$ cat config.mk
export PLATFORM = sky130hd
export DESIGN_NAME = reaction_timebase
export DESIGN_NICKNAME = d
export VERILOG_FILES = /design/src/rtl/reaction_timebase.sv
export SDC_FILE = /design/constraint.sdc
export NUM_CORES = 1
export LEC_CHECK = 0
export BUFFER_PORTS_ARGS = -buffer_cell sky130_fd_sc_hd__buf_2
export CAP_MARGIN = 40
export CORE_MARGIN = 4
export CORE_UTILIZATION = 45
export CTS_BUF_LIST = sky130_fd_sc_hd__clkbuf_8
export DETAILED_ROUTE_END_ITERATION = 7
export GPL_ROUTABILITY_DRIVEN = 0
export MAX_ROUTING_LAYER = met4
export PLACE_DENSITY = 0.72
export SYNTH_ARGS = -nofsm -noshare
export SYNTH_HDL_FRONTEND = slang
export SYNTH_SLANG_ARGS = --single-unit
$ cat constraint.sdc
create_clock -name clk -period 5.44 [get_ports clk]
set_clock_uncertainty 0.15 [all_clocks]
set_input_delay 0.816 -clock clk [delete_from_list [all_inputs] [get_ports clk]]
set_output_delay 0.816 -clock clk [all_outputs]
set_load 0.02 [all_outputs]
$ cat src/rtl/reaction_timebase.sv
// rtl/reaction_timebase.sv - ms timebase, random/fixed waits and reaction capture
// One shared LFSR seeds the random wait; results feed the display path.
module reaction_timebase #(
    parameter int TICK_DIV     = 100_000,
    parameter int MS_W         = 14,
    parameter int RWAIT_MIN_MS = 1000,
    parameter int RND_W        = 12,
    parameter int WAIT5_MS     = 5000,
    parameter int LATE_MS      = 1000
) (
    input  logic            clk,
    input  logic            rst_n,
    input  logic            start_rwait,
    input  logic            start_wait5,
    input  logic            time_clr,
    input  logic            time_en,
    input  logic            rs_en,
    output logic            rwait_done,
    output logic            wait5_done,
    output logic            time_late,
    output logic [MS_W-1:0] rt_ms,
    output logic [MS_W-1:0] result_ms,
    output logic [MS_W-1:0] best_ms,
    output logic            result_valid
);
    localparam int PRE_W = (TICK_DIV > 2) ? $clog2(TICK_DIV) : 1;
    localparam logic [PRE_W-1:0] PRE_MAX = PRE_W'(TICK_DIV - 1);
    localparam logic [MS_W-1:0]  MS_MAX  = {MS_W{1'b1}};
    localparam logic [MS_W-1:0]  LATE_T  = MS_W'(LATE_MS);
    localparam logic [MS_W-1:0]  W5_T    = MS_W'(WAIT5_MS);
    localparam logic [MS_W-1:0]  RMIN_T  = MS_W'(RWAIT_MIN_MS);

    generate
        if ((RWAIT_MIN_MS + (1 << RND_W) - 1 >= (1 << MS_W)) ||
            (WAIT5_MS >= (1 << MS_W)) || (LATE_MS >= (1 << MS_W))) begin : g_width_check
            $error("reaction_timebase: wait/late constants do not fit in MS_W bits");
        end
    endgenerate

    logic [15:0]      lfsr;
    logic [PRE_W-1:0] rt_pre;
    logic [PRE_W-1:0] wt_pre;
    logic [MS_W-1:0]  rt_ms_next;
    logic [MS_W-1:0]  rwait_cnt;
    logic [MS_W-1:0]  rwait_tgt;
    logic [MS_W-1:0]  w5_cnt;
    logic             rwait_prev;
    logic             w5_prev;
    logic             rs_prev;

    logic rt_tick;
    logic wt_run;
    logic wt_tick;
    logic rwait_rise;
    logic w5_rise;
    logic rs_rise;

    assign rt_tick    = time_en && (rt_pre == PRE_MAX);
    assign wt_run     = start_rwait || start_wait5;
    assign wt_tick    = wt_run && (wt_pre == PRE_MAX);
    assign rwait_rise = start_rwait && !rwait_prev;
    assign w5_rise    = start_wait5 && !w5_prev;
    assign rs_rise    = rs_en && !rs_prev;

    always_comb begin
        rt_ms_next = rt_ms;
        if (time_clr)
            rt_ms_next = '0;
        else if (rt_tick && (rt_ms != MS_MAX))
            rt_ms_next = rt_ms + 1'b1;
    end

    always_ff @(posedge clk) begin
        if (!rst_n) begin
            lfsr         <= 16'hACE1;
            rt_pre       <= '0;
            wt_pre       <= '0;
            rt_ms        <= '0;
            time_late    <= 1'b0;
            rwait_prev   <= 1'b0;
            w5_prev      <= 1'b0;
            rs_prev      <= 1'b0;
            rwait_cnt    <= '0;
            rwait_tgt    <= '0;
            rwait_done   <= 1'b0;
            w5_cnt       <= '0;
            wait5_done   <= 1'b0;
            result_ms    <= '0;
            best_ms      <= MS_MAX;
            result_valid <= 1'b0;
        end else begin
            lfsr       <= {lfsr[14:0], lfsr[15] ^ lfsr[13] ^ lfsr[12] ^ lfsr[10]};
            rwait_prev <= start_rwait;
            w5_prev    <= start_wait5;
            rs_prev    <= rs_en;

            if (time_clr)
                rt_pre <= '0;
            else if (time_en)
                rt_pre <= (rt_pre == PRE_MAX) ? '0 : rt_pre + 1'b1;

            if (!wt_run)
                wt_pre <= '0;
            else
                wt_pre <= (wt_pre == PRE_MAX) ? '0 : wt_pre + 1'b1;

            rt_ms     <= rt_ms_next;
            time_late <= !time_clr && (rt_ms_next >= LATE_T);

            // Counters park at their target so the done flag holds without wrapping.
            if (!start_rwait) begin
                rwait_cnt  <= '0;
                rwait_done <= 1'b0;
            end else if (rwait_rise) begin
                rwait_tgt  <= RMIN_T + MS_W'(lfsr[RND_W-1:0]);
                rwait_cnt  <= '0;
                rwait_done <= 1'b0;
            end else begin
                if (wt_tick && (rwait_cnt != rwait_tgt))
                    rwait_cnt <= rwait_cnt + 1'b1;
                rwait_done <= (rwait_cnt == rwait_tgt);
            end

            if (!start_wait5) begin
                w5_cnt     <= '0;
                wait5_done <= 1'b0;
            end else if (w5_rise) begin
                w5_cnt     <= '0;
                wait5_done <= 1'b0;
            end else begin
                if (wt_tick && (w5_cnt != W5_T))
                    w5_cnt <= w5_cnt + 1'b1;
                wait5_done <= (w5_cnt == W5_T);
            end

            if (rs_rise) begin
                result_ms    <= rt_ms;
                result_valid <= 1'b1;
                if (rt_ms < best_ms)
                    best_ms <= rt_ms;
            end else if (rwait_rise) begin
                result_valid <= 1'b0;
            end
        end
    end
endmodule

==> metrics.md, run 1 <==
| Metric | Value |
|---|---|
| Status | finished clean |
| Sink Count | 140 |
| CTS tree | done |
| Port Buf Inserts | 52 |
| Pre-antenna DRT Iters | 5 |
| Most frequent cells in the layout | dfxtp_1, nand2_1, nor2_1 |
| Nets | 811 |
| Core area | 13990 sq um |
| CP peak stage delay | 0.61 ns |
| Seq/Total Area, Yosys | 43.31% |
| Initial Utilization | 46.26% |
| Drt total wl | 12.76 mm |
| Final hold viol count | 0 |
| Crit. End Element | flop |
| Mapped Area | 6471 sq um |
| Total CTS buffers | 17 |
| Final ANT Viol Nets | 0 |
| Root Driver | clkbuf_8 |
| Slew Limit Fails | 0 |
| Vias in the first global route | 4677 |
| Placed Instances | 945 |
| Class of the worst hold path | flop to flop |
| Reg clk slew, reported paths | 0.08 ns |
| DR WL/cell | 13.06 um |
| Initial antenna violation count | 0 |
| N_diodes | 0 |
| Cell variety after synth | 58 |
| Syn-to-layout area delta | 11.62% |
| Post-CTS Setup Bufs | 0 |
| Most common cell after layout, fill and taps aside | dfxtp_1 |
| PD cells | 283.7 nW/um^2 |
| CP cell instances | ha_1, a21o_1, a21oi_1, nor2b_1, o21ai_0, a21oi_1, buf_4, o31ai_1, nand2_1 |
| Multi-input gate area | 3387 sq um |
| Worst-Skew Late Latency | 0.44 ns |
| Maximum vdd ir drop | 200.5 uV |
| Fraction of layout cells with a size suffix above 1 | 13.80% |
| Total of max-cap violations | 0 |
| Leak pwr | 2.839 nW |
| Starting DRT DRC Count | 286 |
| Mapped Avg Cell Area | 8.721 sq um |
| Tmin final | 2.621 ns |
| Drt drc | 0 |
| Reg area | 2803 sq um |
| Kind of critical path | flop to flop |
| CTS Hold Bufs | 0 |
| Slew margin rel. | 46.01% |
| Post-synth EDFFs | 0 |
| Filler cells | 1290 |
| Cell count after synthesis | 742 |
| Worst path most repeated cell | a21oi_1 |
| TNS Setup | 0 ns |
| Slowest-stage cell, CP | dfxtp_1 |
| Total track usage | 16.98% |
| # setup viols final | 0 |
| Die H | 127.9 um |
| Unrepaired setup endpoints after global routing | no |
| Worst slew pin tran | 0.8098 ns |
| Routed vias/inst | 5.193 |
| Syn Nets | 769 |
| Post-synthesis register bit count | 140 |
| H-tree depth | 4 |
| Async SR Flop Fraction | 0% |
| # resized after CTS | 0 |
| Die Width | 127.9 um |
| Startpoint class of the critical path | flop |
| Required time of the critical path | 5.62 ns |
| First-pass GRT wire length | 22.14 mm |
| Clock Path Buffers | 2 |
| Primary FF master, synth | dfxtp_1 |
| # rows | 43 |
| Die area | 16360 sq um |
| Cell Count, Final, Fillers Out | 977 |
| Period utilisation layout | 48.17% |
| Ports | 53 |
| Max FO, Critical Path | 12 |
| Largest net degree at the start of global routing | 44 |
| GRT Residual Overflow | 0 |
| Detail Placement HPWL | 8.893 mm |
| YS warnings | 0 |
| Vias post-DR | 5074 |
| CP arrival | 2.80 ns |
| Max frequency | 381.6 MHz |
-- registers in the layout (all words and copies together), names as in the netlist --
register      count
rwait_cnt        14
lfsr             16
wait5_done        1
result_valid      1
best_ms          14
w5_cnt           14
wt_pre           17
rwait_prev        1
rwait_done        1
time_late         1
w5_prev           1
rwait_tgt        13
rt_pre           17
result_ms        14
rs_prev           1
rt_ms            14
-- report_power, final --
part           switching (mW)  internal, mW
clock network           0.382         0.485
registers              0.0189          1.05
logic                  0.0706        0.0416
-- synthesized netlist by cell type (all sizes together), types with 2 or more instances --
library cell	number	area (sq um)
a211oi	7	57.55
a21o	6	46.30
a21oi	42	210.2
a41oi	14	122.6
and2	16	100.1
and3	15	100.1
and4	3	27.53
buf	5	27.52
clkbuf	29	170.2
dfxtp	140	2803
ha	20	250.2
inv	23	86.33
mux2i	2	20.02
nand2	96	362.8
nand2b	13	81.33
nand3	29	150.1
nand3b	3	22.52
nand4	28	196.4
nor2	92	347.8
nor2b	4	25.02
nor3	9	76.33
nor4	9	83.83
o21ai	12	60.06
o31ai	14	105.1
or3	12	75.07
or4	6	48.80
xnor2	21	183.9
xor2	62	543.0
-- path summary, 6_finish.rpt --
kind	from	endpoint	slack, ns	cells after the start
setup / recovery	rt_ms[7]$_SDFF_PN0_	best_ms[12]$_SDFFE_PN1P_	2.82	9
hold / removal	lfsr[14]$_SDFF_PN0_	lfsr[15]$_SDFF_PN1_	0.28	1
setup reg to reg	rt_ms[7]$_SDFF_PN0_	best_ms[12]$_SDFFE_PN1P_	2.82	9
hold reg to reg	lfsr[14]$_SDFF_PN0_	lfsr[15]$_SDFF_PN1_	0.28	1
-- worst max-delay path: cells and delay by family, from the launching register on --
family	cells	cell delay [ns]
flops	1	0.61
buf+inv	1	0.23
fa+ha+maj	1	0.33
simple gates	2	0.14
compound gates	5	1.05
-- layout make-up --
type                    count  area share [%]
repair buffers             57           4.123
flip-flops and latches    140           38.80
inverters                  24           1.247
clock inverters            12           2.009
multi-input cells         544           46.89
clock buffers              20           3.811
well taps                 180           3.118
-- layer usage --
metal / up-vias / wire length, um / GRT usage, %
met2: 100 / 5724 / 25.26
li1: 2635 / - / -
met1: 2320 / 6291 / 22.55
met3: 19 / 508 / 3.667
met4: 0 / 238 / 6.804
met5: - / 0 / -
-- through the flow --
| stage | utilization [%] | setup WS (ns) | power [mW] | instance area (sq um) | hold WS [ns] |
|---|---|---|---|---|---|
| global placement | 48.58 | 2.772 | 1.204 | 6795 | 0.2397 |
| CTS | 51.64 | 2.857 | 2.075 | 7223 | 0.2889 |
| detailed placement | 48.63 | 2.710 | 1.207 | 6803 | 0.2706 |
| finish | 51.64 | 2.819 | 2.050 | 7223 | 0.2826 |
| global route | 51.64 | 2.599 | 2.132 | 7223 | 0.3234 |
| floorplan | - | 3.040 | 1.176 | 6471 | 0.2363 |
-- logic make-up after synthesis --
logic type / count (synthesis) / share of synthesized area, %
flops: 140 / 43.31
xor+xnor: 83 / 11.23
compound gates: 99 / 9.784
mux: 2 / 0.3094
fa+ha+maj: 20 / 3.867
buf+inv: 58 / 4.447
simple gates: 340 / 27.05
Note: power is estimated with default switching activity, not from simulation.
==> run 2, diff against run 1 <==
--- a/config.mk
+++ b/config.mk
@@ -5,6 +5,7 @@
 export SDC_FILE = /design/constraint.sdc
 export NUM_CORES = 1
 export LEC_CHECK = 0
+export ABC_AREA = 1
 export BUFFER_PORTS_ARGS = -buffer_cell sky130_fd_sc_hd__buf_2
 export CAP_MARGIN = 40
 export CORE_MARGIN = 4
==> constraint.sdc (replaced) <==
create_clock -name clk -period 2.7 [get_ports clk]
set_clock_uncertainty 0.15 [all_clocks]
set_input_delay 0.405 -clock clk [delete_from_list [all_inputs] [get_ports clk]]
set_output_delay 0.405 -clock clk [all_outputs]
set_load 0.02 [all_outputs]
==> metrics.md, run 2 <==
| Metric | Value |
|---|---|
| CTS Hold Bufs | 1 (+1) |
| Die H | 131.9 um (+3.1%) |
| Seq/Total Area, Yosys | 40.54% (-2.8 points) |
| Initial Utilization | 45.64% (-0.62 points) |
| Final Power | 4.271 mW (+110%) |
| Worst slew pin tran | 0.5415 ns (-0.2683 ns) |
| Worst R2R Start | rt_ms[1]$_SDFF_PN0_ |
| PD cells | 544.6 nW/um^2 (+92%) |
| CP arrival | 2.54 ns (-0.26 ns) |
| Maximum vdd ir drop | 315.1 uV (+57%) |
| DR WL/cell | 12.63 um (-3.3%) |
| # rows | 45 (+4.7%) |
| Crit. End Element | flop |
| Top-count cell post-synth | nand2_1 |
| Die area | 17410 sq um (+6.4%) |
| Kind of critical path | flop to flop |
| Sink Count | 140 (unchanged) |
| Reg clk slew, reported paths | 0.08 ns (about the same) |
| Worst-Skew Late Latency | 0.45 ns (about the same) |
| Final hold viol count | 0 (unchanged) |
| Cell variety after synth | 40 (-31%) |
| Flop2flop setup slack | 0.39 ns (-2.43 ns) |
| Flop pwr share | 51.0% (-1.2 points) |
| Class of the worst hold path | input pin to flop |
| Switching Fraction | 25.04% (+2.0 points) |
| CTS tree | done |
| Starting DRT DRC Count | 365 (+28%) |
| N_diodes | 0 (unchanged) |
| Hold EP | w5_prev$_SDFF_PN0_ |
| Routed vias/inst | 5.041 (-2.9%) |
| Vias in the first global route | 5922 (+27%) |
| First-pass GRT wire length | 26.89 mm (+21%) |
| Startpoint class of the critical path | flop |
| Primary FF master, synth | dfxtp_1 |
| Drt total wl | 15.51 mm (+22%) |
| Max FO, Critical Path | 8 (-4) |
| Placed Instances | 1195 (+26%) |
| Clock Path Buffers | 2 (unchanged) |
| Tmin final | 2.307 ns (-0.3139 ns) |
| Total CTS buffers | 17 (unchanged) |
| Unrepaired setup endpoints after global routing | no |
| Mapped Area | 6913 sq um (+6.8%) |
| WHS | 0.07745 ns (-0.2051 ns) |
| # setup viols final | 0 (unchanged) |
| Sw Pwr | 1.070 mW (+130%) |
| Leak pwr | 3.281 nW (+16%) |
| Most common cell after layout, fill and taps aside | nand2_1 |
| Initial antenna violation count | 0 (unchanged) |
| Mapped Avg Cell Area | 7.156 sq um (-18%) |
| Required time of the critical path | 2.93 ns (-2.69 ns) |
| P_int | 3.202 mW (+100%) |
| Vias post-DR | 6190 (+22%) |
| Ports | 53 (unchanged) |
| # resized after CTS | 0 (unchanged) |
| Slew Limit Fails | 0 (unchanged) |
| Cell Count, Final, Fillers Out | 1228 (+26%) |
| Post-synth top area share | 40.54% (-2.8 points) |
| Post-CTS Setup Bufs | 0 (unchanged) |
| Slew margin rel. | 63.82% (+18 points) |
| Syn-to-layout area delta | 13.45% |
| Largest net degree at the start of global routing | 50 (+14%) |
| Total track usage | 18.79% (+1.8 points) |
| Root Driver | clkbuf_8 |
| GRT Residual Overflow | 0 (unchanged) |
| Post-synthesis register bit count | 140 (unchanged) |
| Max frequency | 433.5 MHz (+14%) |
| Syn Nets | 993 (+29%) |
| Fraction of layout cells with a size suffix above 1 | 13.46% (-0.34 points) |
| Post-synth EDFFs | 0 (unchanged) |
| YS warnings | 0 (unchanged) |
| Hold Path Depth | 3 (+2) |
| Top Registers | rt_pre (17), wt_pre (17), lfsr (16) |
| Cell count after synthesis | 966 (+30%) |
| Drt drc | 0 (unchanged) |
| Async SR Flop Fraction | 0% (unchanged) |
| Reg2reg path depth | 11 (+2) |
| Combinational power share | 6.9% (+1.4 points) |
| TNS Setup | 0 ns (unchanged) |
| Status | finished clean |
| Final ANT Viol Nets | 0 (unchanged) |
| Pre-antenna DRT Iters | 6 (+1) |
| Total of max-cap violations | 0 (unchanged) |
| Most frequent cells in the layout | nand2_1, dfxtp_1, nor2_1 |
| Period utilisation layout | 85.43% (+37 points) |
| Die Width | 131.9 um (+3.1%) |
| Hold Startpoint | start_wait5 |
| Post-synth top cells | nand2_1, dfxtp_1, nor2_1, inv_1, a21oi_1 |
| Clock power frac | 42.1% (-0.2 points) |
| Detail Placement HPWL | 11.37 mm (+28%) |
| Port Buf Inserts | 52 (unchanged) |
| Reg-to-Reg End | time_late$_SDFF_PN0_ |
| Worst Setup SP | rt_ms[1]$_SDFF_PN0_ |
| Core area | 15150 sq um (+8.3%) |
| Nets | 1054 (+30%) |
| Yosys top cell by area | dfxtp_1 |
| H-tree depth | 4 (unchanged) |
| Top post-synthesis cells by area | dfxtp_1, nand2_1, nor2_1 |
run 2: power by group through the flow:
stage | registers, mW | logic [mW] | clock network [mW]
after floorplan | 2.26 | 0.168 | 0
after global placement | 2.23 | 0.286 | 0
after global routing | 2.19 | 0.334 | 1.93
final | 2.18 | 0.293 | 1.80
after CTS | 2.18 | 0.295 | 1.84
after detailed placement | 2.23 | 0.292 | 0
run 2: per-stage QoR:
stage / cell area [sq um] / utilization (%) / worst slack, ns
floorplan: 6913 / - / 0.6623
global placement: 7405 / 48.89 / 0.5779
global route: 7843 / 51.78 / 0.1907
finish: 7843 / 51.78 / 0.3934
detailed placement: 7405 / 48.89 / 0.4704
CTS: 7843 / 51.78 / 0.4571
run 2: worst max path at each step:
stage	slack, ns	end	cells after the start
after detailed placement	0.47	time_late$_SDFF_PN0_	11
after global routing	0.19	time_late$_SDFF_PN0_	11
after CTS	0.46	time_late$_SDFF_PN0_	11
after floorplan	0.66	time_late$_SDFF_PN0_	11
after global placement	0.58	time_late$_SDFF_PN0_	12
final	0.39	time_late$_SDFF_PN0_	11
run 2: final cells by class:
class                   instances  area, sq um
inverters                     135        520.5
fillers                      1453         7303
multi-input cells             670         3498
well taps                     188        235.2
clock buffers                  19        261.5
clock inverters                13        166.4
repair buffers                 63        357.8
flip-flops and latches        140         2803
run 2: cells by family (layout without fill, tap and decap cells):
family | count (synthesis) | after routing | synth area share [%]
adders and majority gates | 20 | 20 | 3.620
AOI/OAI and AO/OA | 141 | 141 | 11.26
buffers and inverters | 156 | 230 | 8.851
DFF | 140 | 140 | 40.54
and+or+nand+nor | 463 | 463 | 29.90
xor gates and xnor gates | 46 | 46 | 5.828
run 2: critical path, stage by stage, from the launching register on:
cell and delay, ns:
dfxtp_1 0.50, ha_1 0.25, nand2_1 0.09, nor2_2 0.15
nand2_1 0.11, nor2_1 0.17, nand2_1 0.21, nand4_1 0.16
nand3_1 0.11, nor2_1 0.12, nand3_1 0.10, a21oi_1 0.12
run 2: layer usage:
layer  up-vias  global-route usage (%)  part of all wire (%)
met3        16                   5.000                   5.8
met1      2774                   23.90                    47
li1       3242                       -                     -
met4         0                   4.667                  0.85
met2       158                   29.87                    46
met5         -                       -                     0
==> run 3, diff against run 2 <==
--- a/config.mk
+++ b/config.mk
@@ -5,9 +5,9 @@
 export SDC_FILE = /design/constraint.sdc
 export NUM_CORES = 1
 export LEC_CHECK = 0
-export ABC_AREA = 1
 export BUFFER_PORTS_ARGS = -buffer_cell sky130_fd_sc_hd__buf_2
 export CAP_MARGIN = 40
+export CORE_ASPECT_RATIO = 2
 export CORE_MARGIN = 4
 export CORE_UTILIZATION = 45
 export CTS_BUF_LIST = sky130_fd_sc_hd__clkbuf_8
==> metrics.md, run 3 (synthesized netlist as in run 1, its figures left out) <==
| Metric | Value |
|---|---|
| Kind of critical path | flop to flop |
| Starting DRT DRC Count | 206 (-44%) |
| Flop2flop setup slack | 0.22 ns (-0.18 ns) |
| CP cell instances | or4b_4, nor3_4, nand4_4, nor2_2, mux2i_1, nand3_1, a22o_1 |
| Nets | 835 (-21%) |
| Final ANT Viol Nets | 0 (unchanged) |
| First-pass GRT wire length | 25.92 mm (-3.6%) |
| Vias post-DR | 5406 (-13%) |
| Worst-Skew Late Latency | 0.44 ns (about the same) |
| Total of max-cap violations | 0 (unchanged) |
| Total track usage | 20.37% (+1.6 points) |
| Most common cell after layout, fill and taps aside | dfxtp_1 |
| Worst R2R Start | rt_pre[5]$_SDFFE_PP0P_ |
| Routed vias/inst | 5.352 (+6.2%) |
| Reg-to-Reg End | time_late$_SDFF_PN0_ |
| CTS Hold Bufs | 0 (-1) |
| Core area | 14040 sq um (-7.3%) |
| Pre-antenna DRT Iters | 4 (-2) |
| Fraction of layout cells with a size suffix above 1 | 16.57% (+3.1 points) |
| Hold Path Depth | 2 (-1) |
| Clock Path Buffers | 2 (unchanged) |
| CTS tree | done |
| Final hold viol count | 0 (unchanged) |
| Initial antenna violation count | 0 (unchanged) |
| DP Area | 6994 sq um (-5.5%) |
| Top Registers | rt_pre (17), wt_pre (17), lfsr (16) |
| Leak pwr | 2.954 nW (-10%) |
| Class of the worst hold path | input pin to flop |
| Maximum vdd ir drop | 417.4 uV (+32%) |
| # rows | 61 (+36%) |
| Root Driver | clkbuf_8 |
| Reg2reg path depth | 7 (-4) |
| Tmin final | 2.484 ns (+0.1779 ns) |
| DR WL/cell | 15.06 um (+19%) |
| Slew margin rel. | 61.58% (-2.2 points) |
| Ports | 53 (unchanged) |
| Largest net degree at the start of global routing | 43 (-14%) |
| Worst slew pin tran | 0.5763 ns (+0.03482 ns) |
| Max FO, Critical Path | 7 (-1) |
| Startpoint class of the critical path | flop |
| H-tree depth | 4 (unchanged) |
| Crit. End Element | flop |
| Die area | 16480 sq um (-5.3%) |
| Port Buf Inserts | 52 (unchanged) |
| TNS Setup | 0 ns (unchanged) |
| # setup viols final | 0 (unchanged) |
| Vias in the first global route | 5521 (-6.8%) |
| CP arrival | 2.67 ns (+0.13 ns) |
| Hold EP | w5_prev$_SDFF_PN0_ |
| Drt total wl | 15.21 mm (-1.9%) |
| GRT Residual Overflow | 0 (unchanged) |
| Die Width | 92.80 um (-30%) |
| CP peak stage delay | 0.59 ns (+0.09 ns) |
| Fin area | 7401 sq um (-5.6%) |
| PD cells | 553.0 nW/um^2 (+1.5%) |
| Die H | 177.6 um (+35%) |
| Total CTS buffers | 17 (unchanged) |
| Detail Placement HPWL | 11.50 mm (+1.2%) |
| Filler cells | 1366 (-6.0%) |
| N_diodes | 0 (unchanged) |
| Status | finished clean |
| Reg clk slew, reported paths | 0.08 ns (about the same) |
| Period utilisation layout | 92.02% (+6.6 points) |
| Most frequent cells in the layout | dfxtp_1, nand2_1, nor2_1 |
| Max frequency | 402.5 MHz (-7.2%) |
| Initial Utilization | 46.08% (+0.44 points) |
| Slowest-stage cell, CP | or4b_4 |
| Hold Startpoint | start_wait5 |
| Drt drc | 0 (unchanged) |
| Slew Limit Fails | 0 (unchanged) |
| Required time of the critical path | 2.89 ns (-0.04 ns) |
| Syn-to-layout area delta | 14.37% |
| Sink Count | 140 (unchanged) |
| Final Power | 4.092 mW (-4.2%) |
| Unrepaired setup endpoints after global routing | no |
[run 3: cell type report]
type	instances	area (sq um)	area share, %
Clock buffer	19	261.5	3.533
Inverter	24	90.09	1.217
Clock inverter	13	141.4	1.910
Multi-Input combinational cell	544	3391	45.82
Tap cell	189	236.5	3.195
Sequential cell	140	2803	37.87
Timing Repair Buffer	81	478.0	6.458
[run 3: critical path: cells and delay by family (launching register included)]
family / cells / cell delay, ns
AND/OR/NAND/NOR: 5 / 1.41
flip-flops: 1 / 0.38
multiplexers: 1 / 0.23
AO/OA/AOI/OAI: 1 / 0.21
[run 3: routing by layer]
metal  track usage (%)  vias up  part of all wire [%]
met2             37.53      153                    55
met3             4.370       51                   4.0
li1                  -     2676                     -
met1             19.34     2526                    36
met4             10.95        0                   5.1
met5                 -        -                     0
[run 3: power breakdown]
group	switching (mW)	internal [mW]
clock	0.822	0.871
sequential	0.0386	2.12
combinational	0.153	0.0897
total	1.01	3.08
[run 3: worst max-delay path by stage]
stage                            start                  endpoint
5_1_grt            rt_ms[1]$_SDFF_PN0_   best_ms[4]$_SDFFE_PN1P_
6_report        rt_pre[5]$_SDFFE_PP0P_      time_late$_SDFF_PN0_
2_1_floorplan  best_ms[1]$_SDFFE_PN1P_  best_ms[10]$_SDFFE_PN1P_
4_1_cts            rt_ms[1]$_SDFF_PN0_   best_ms[2]$_SDFFE_PN1P_
3_3_place_gp       rt_ms[1]$_SDFF_PN0_   best_ms[2]$_SDFFE_PN1P_
3_5_place_dp       rt_ms[1]$_SDFF_PN0_   best_ms[2]$_SDFFE_PN1P_
[run 3: repair_timing]
item / in CTS / in global routing
gates resized for setup: 0 / 1
buffers inserted: 0 / 0
endpoints found under the setup margin: 0 / 3
[run 3: per-stage QoR]
stage	hold slack [ns]	cells	setup slack, ns	utilization, %
floorplan	0.2363	742	0.2995	-
global placement	0.2430	978	0.2200	49.80
detailed placement	0.2469	978	0.1754	49.80
CTS	0.05084	1010	0.1513	52.67
global route	0.06063	1010	0.005308	52.70
finish	0.06885	1010	0.2155	52.70
